$ cat src/rtl/uart_tx_vo_pkg.sv
// Shared definitions for the variable-oversampling UART transmitter:
// FSM encoding, frame geometry and the line-level helper.
package uart_tx_vo_pkg;

    typedef enum logic [1:0] {
        ST_IDLE  = 2'd0,
        ST_START = 2'd1,
        ST_DATA  = 2'd2,
        ST_STOP  = 2'd3
    } tx_state_e;

    localparam int FRAME_BITS = 10;
    localparam int DATA_BITS  = 8;
    localparam logic [2:0] LAST_BIT = 3'(DATA_BITS - 1);

    // Serial line level driven while in a given state.
    function automatic logic line_level(input tx_state_e st, input logic lsb);
        logic lvl;
        case (st)
            ST_START: lvl = 1'b0;
            ST_DATA:  lvl = lsb;
            default:  lvl = 1'b1;
        endcase
        return lvl;
    endfunction

endpackage

$ cat src/rtl/uart_tx_vo_bit_timer.sv
// Bit-period timer: counts 0..R-1 with R latched on load and raises a
// one-cycle tick on the last cycle of each bit period.
module uart_tx_vo_bit_timer #(
    parameter int N = 4
) (
    input  logic         clk,
    input  logic         rst,
    input  logic         load,
    input  logic         en,
    input  logic [N-1:0] ratio,
    output logic         tick
);

    localparam logic [N-1:0] ONE_C = {{(N-1){1'b0}}, 1'b1};

    logic [N-1:0] ratio_q;
    logic [N-1:0] cnt_q;
    logic [N-1:0] cnt_d;
    logic         last_s;

    assign last_s = (cnt_q == (ratio_q - ONE_C));
    assign tick   = en & last_s;

    always_comb begin
        cnt_d = cnt_q;
        if (load) begin
            cnt_d = '0;
        end else if (en) begin
            cnt_d = last_s ? '0 : (cnt_q + ONE_C);
        end else begin
            cnt_d = cnt_q;
        end
    end

    always_ff @(posedge clk or posedge rst) begin
        if (rst) begin
            cnt_q   <= '0;
            ratio_q <= ONE_C;
        end else begin
            cnt_q <= cnt_d;
            if (load) begin
                ratio_q <= ratio;
            end
        end
    end

endmodule

$ cat src/rtl/uart_tx_vo.sv
// 8N1 UART transmitter with run-time oversampling ratio and a one-byte
// holding register so consecutive frames run without an idle gap.
module uart_tx_vo
    import uart_tx_vo_pkg::*;
#(
    parameter int N = 4
) (
    input  logic         clk,
    input  logic         rst,
    input  logic [7:0]   in,
    input  logic         clk_in,
    input  logic [N-1:0] o,
    output logic         out,
    output logic         busy,
    output logic         full,
    output logic         ovf
);

    localparam logic [N-1:0] ONE_C = {{(N-1){1'b0}}, 1'b1};

    tx_state_e    state_q, state_d;
    logic [2:0]   bit_q, bit_d;
    logic [7:0]   shift_q, shift_d;
    logic [7:0]   hold_q, hold_d;
    logic         full_q, full_d;
    logic         ovf_q, ovf_d;
    logic         out_q, out_d;
    logic         busy_q, busy_d;
    logic         clk_in_q;
    logic         write_s;
    logic         load_s;
    logic         tick_s;
    logic [N-1:0] ratio_s;

    assign write_s = clk_in & ~clk_in_q;
    assign ratio_s = (o == '0) ? ONE_C : o;
    // A new frame starts from IDLE, or straight out of a finishing stop bit.
    assign load_s  = full_q & ((state_q == ST_IDLE) | ((state_q == ST_STOP) & tick_s));

    uart_tx_vo_bit_timer #(.N(N)) u_timer (
        .clk   (clk),
        .rst   (rst),
        .load  (load_s),
        .en    (state_q != ST_IDLE),
        .ratio (ratio_s),
        .tick  (tick_s)
    );

    always_comb begin
        hold_d = hold_q;
        ovf_d  = ovf_q;
        full_d = load_s ? 1'b0 : full_q;
        if (write_s) begin
            if (!full_q || load_s) begin
                hold_d = in;
                full_d = 1'b1;
            end else begin
                ovf_d = 1'b1;
            end
        end else begin
            ovf_d = ovf_q;
        end
    end

    always_ff @(posedge clk or posedge rst) begin
        if (rst) begin
            state_q <= ST_IDLE;
        end else begin
            state_q <= state_d;
        end
    end

    always_comb begin
        state_d = state_q;
        bit_d   = bit_q;
        shift_d = shift_q;
        case (state_q)
            ST_IDLE: begin
                if (load_s) begin
                    state_d = ST_START;
                    shift_d = hold_q;
                    bit_d   = 3'd0;
                end else begin
                    state_d = ST_IDLE;
                end
            end
            ST_START: begin
                if (tick_s) begin
                    state_d = ST_DATA;
                end else begin
                    state_d = ST_START;
                end
            end
            ST_DATA: begin
                if (tick_s) begin
                    if (bit_q == LAST_BIT) begin
                        state_d = ST_STOP;
                    end else begin
                        bit_d   = bit_q + 3'd1;
                        shift_d = {1'b0, shift_q[7:1]};
                    end
                end else begin
                    state_d = ST_DATA;
                end
            end
            ST_STOP: begin
                if (load_s) begin
                    state_d = ST_START;
                    shift_d = hold_q;
                    bit_d   = 3'd0;
                end else if (tick_s) begin
                    state_d = ST_IDLE;
                end else begin
                    state_d = ST_STOP;
                end
            end
            default: begin
                state_d = ST_IDLE;
            end
        endcase
    end

    always_comb begin
        out_d  = line_level(state_d, shift_d[0]);
        busy_d = (state_d != ST_IDLE);
    end

    always_ff @(posedge clk or posedge rst) begin
        if (rst) begin
            bit_q    <= 3'd0;
            shift_q  <= 8'h00;
            hold_q   <= 8'h00;
            full_q   <= 1'b0;
            ovf_q    <= 1'b0;
            out_q    <= 1'b1;
            busy_q   <= 1'b0;
            clk_in_q <= 1'b0;
        end else begin
            bit_q    <= bit_d;
            shift_q  <= shift_d;
            hold_q   <= hold_d;
            full_q   <= full_d;
            ovf_q    <= ovf_d;
            out_q    <= out_d;
            busy_q   <= busy_d;
            clk_in_q <= clk_in;
        end
    end

    assign out  = out_q;
    assign busy = busy_q;
    assign full = full_q;
    assign ovf  = ovf_q;

endmodule

$ cat config.mk
export PLATFORM = sky130hd
export DESIGN_NAME = uart_tx_vo
export DESIGN_NICKNAME = d
export VERILOG_FILES = /design/src/rtl/uart_tx_vo_pkg.sv /design/src/rtl/uart_tx_vo_bit_timer.sv /design/src/rtl/uart_tx_vo.sv
export SDC_FILE = /design/constraint.sdc
export NUM_CORES = 1
export LEC_CHECK = 0
export ABC_CLOCK_PERIOD_IN_PS = 5450
export CORE_MARGIN = 3
export CORE_UTILIZATION = 55
export DETAILED_ROUTE_END_ITERATION = 12
export PLACE_DENSITY = 0.77
export SETUP_SLACK_MARGIN = 0.5
export SLEW_MARGIN = 20
export SYNTH_ARGS = -nofsm -noshare
export SYNTH_HDL_FRONTEND = slang
export SYNTH_SLANG_ARGS = --single-unit
$ cat constraint.sdc
create_clock -name clk -period 5.45 [get_ports clk]
set_input_delay 1.09 -clock clk [delete_from_list [all_inputs] [get_ports clk]]
set_output_delay 1.09 -clock clk [all_outputs]
set_load 0.02 [all_outputs]
==> out/qor.txt <==
Clock power frac = 12.7%
Post-synth EDFFs = 0
H-tree levels = 2
GRT Util Overall = 21.39%
CP max stage delay = 0.67 ns
commonest non-fill, non-tap cells in the layout = 32 x dfrtp_1, 18 x clkdlybuf4s50_1, 15 x nor2_1
ANT cells = 0
Syn Nets = 190
CP startpoint kind = flop
chip height = 64.44 µm
Buffers on Ports = 18
Fmax = 335.6 MHz
WP data required = 5.69 ns
placed cell areas = 0.002105 mm²
Wirelength per Cell = 16.66 µm
status = finished clean
clk slew on worst S/H paths = 0.10 ns
fraction of layout cells with a size suffix above 1 = 16.93%
Yosys warnings = 0
area of the multi-input gates = 963.4 µm²
max-slew violation count = 0
cell-internal power = 0.0006802 W
synthesized instance count = 166
family with the most delay on the worst path = compound AO/OA/AOI/OAI gates
Yosys reg bits = 34
RSZ-0062 raised after global routing = no
Storage cell area = 853.3 µm²
Slew HR = 43.74%
critical path buffer and inverter count = 1
Routed WL = 3882 µm
# Max-Cap Violations = 0
LEAKAGE = 0.9548 nW
final hold violations = 0
drt pass-1 iters = 4
Cell Count, Final, Fillers Out = 233
dpl ws = 2.484 ns
Root Buffer = clkbuf_4
crit path DAT = 3.22 ns
dpl hpwl = 2875 µm
first-pass GRT wire length = 6734 µm
worst min path class = reg2reg
WHS = 0.4981 ns
critical-path maximum fanout = 18
unique cell type count in the Yosys netlist = 48
predominant post-synthesis flop cell = dfrtp_1
vias = 1376
min cycle time layout = 2.980 ns
I/O pin cnt = 19
antenna violations before repair = 0
worst skew pair latency = 0.35 ns
final setup violation count = 0
CP Capture Type = flop
pin slew with the least headroom to its limit = 0.8417 ns
ys async rst share = 100.0%
Cell Rows = 20
post-cts resize count = 0
fillers = 265
Starting Density = 59.56%
P&R area growth vs syn = 15.26%
Core Region = 0.003153 mm²
final std cell area, no fill = 0.002165 mm²
Via density = 5.906
TritonCTS clock tree = yes
chip width = 64.44 µm
Post-CTS Setup Bufs = 0
Fin Setup TNS = 0 ns
die area = 0.004152 mm²
Seq/Total Area, Yosys = 45.44%
Sequential Power Share = 35.8%
Pwr Density = 550.9 mW/mm²
setup slack after layout = 2.470 ns
Netlist Area Pre-Place = 0.001878 mm²
nets = 212
commonest non-fill, non-tap cell in the layout = dfrtp_1
maximum vdd drop = 0.0002949 V
combinational share of power = 51.5%
CTS max path bufs = 2
# hold bufs at CTS = 0
critical path class = reg2reg
Final Cycle Share = 54.68%
grt total ovfl = 0
Routed Antenna Nets = 0
routability cong. = 0.8452
vias in the first global route = 1389
NetSw = 0.0005122 W
Worst Clk Skew = 0.01011 ns
Inst Count DP = 225
Worst path slowest cell = o31ai_4
critical-path cell list = inv_1 > ha_1 > xor2_1 > nand3_2 > o31ai_4 > o22ai_2 > a21o_4 > mux2_4
total CTS buffers = 5
Sink Count = 34
number of remaining DRC errors = 0
Switching Fraction = 42.96%
pin count of the biggest net entering global routing = 19
DRT iter0 DRCs = 80
syn_area_per_cell = 11.31 µm²
## metal layers
layer	GRT usage [%]	wire (µm)	vias up
met2	34.15	1940	41
met5	0	0	-
met1	28.23	1680	680
li1	-	-	649
met3	6.066	219	6
met4	6.860	41	0
## through the flow
stage / utilization [%] / total power, W
6_report: 68.65 / 0.001192
5_1_grt: 68.65 / 0.001274
4_1_cts: 68.65 / 0.001192
3_5_place_dp: 66.75 / 0.001042
3_3_place_gp: 66.75 / 0.001003
2_1_floorplan: - / 0.0008916
## state kept, by name, summed over array words and instances, names as in the netlist, 2 cells and up
name / flops
shift_q: 8
u_timer.ratio_q: 4
state_q: 2
hold_q: 8
u_timer.cnt_q: 4
bit_q: 3
## power by group through the flow
stage / registers, W / logic, W / clock network (W)
3_5_place_dp: 0.000429 / 0.000612 / 0
2_1_floorplan: 0.000422 / 0.000470 / 0
3_3_place_gp: 0.000424 / 0.000578 / 0
6_report: 0.000427 / 0.000614 / 0.000151
4_1_cts: 0.000427 / 0.000612 / 0.000154
5_1_grt: 0.000441 / 0.000667 / 0.000166
## worst register-to-register path: stages, from the launching register on
cell	delay, ns
dfstp_2	0.57
inv_1	0.06
ha_1	0.31
xor2_1	0.23
nand3_2	0.24
o31ai_4	0.67
o22ai_2	0.21
a21o_4	0.28
mux2_4	0.31
## worst paths after layout
| path | from | endpoint | slack, ns | depth (start not counted) |
|---|---|---|---|---|
| setup / recovery | u_timer.ratio_q[0]$_DFFE_PP1N_ | shift_q[3]$_DFFE_PP0P_ | 2.47 | 8 |
| hold / removal | hold_q[2]$_DFFE_PP0P_ | hold_q[2]$_DFFE_PP0P_ | 0.50 | 1 |
| setup reg to reg | u_timer.ratio_q[0]$_DFFE_PP1N_ | shift_q[3]$_DFFE_PP0P_ | 2.47 | 8 |
| hold reg to reg | hold_q[2]$_DFFE_PP0P_ | hold_q[2]$_DFFE_PP0P_ | 0.50 | 1 |
| max in group asynchronous | rst | shift_q[1]$_DFFE_PP0P_ | 3.67 | 3 |
| min in group asynchronous | rst | u_timer.cnt_q[3]$_DFFE_PP0P_ | 1.10 | 2 |
## layout make-up
class / instances / area share (%)
clock buffers: 7 / 2.543
clock inverters: 1 / 0.2312
inverters: 12 / 2.081
multi-input cells: 116 / 44.51
flip-flops and latches: 34 / 39.42
well taps: 44 / 2.543
repair buffers: 19 / 8.671
## Yosys cell counts, types with 2 or more instances
cell type	n	area, µm²
dfrtp_1	32	800.8
nor2_1	15	56.30
nand2_1	12	45.04
inv_1	11	41.29
ha_1	9	112.6
o21ai_0	9	45.04
a32oi_1	6	52.55
mux2_2	6	67.56
mux2_4	6	90.09
mux2_1	5	56.30
nand3_1	5	25.02
a21oi_1	4	20.02
clkbuf_1	3	11.26
a22o_1	2	17.52
and3_1	2	12.51
dfstp_2	2	52.55
nand2b_1	2	12.51
nor3_1	2	10.01
o31ai_1	2	15.01
xnor2_2	2	32.53
xor2_1	2	17.52
## logic make-up after synthesis
kind of cell	Yosys count	synth area share, %
compound gates	36	15.86
xor+xnor	6	4.331
fa+ha+maj	9	5.996
buf+inv	16	3.264
flops	34	45.44
mux	18	11.93
simple gates	47	13.19
Power figures use the tool's default switching activity.
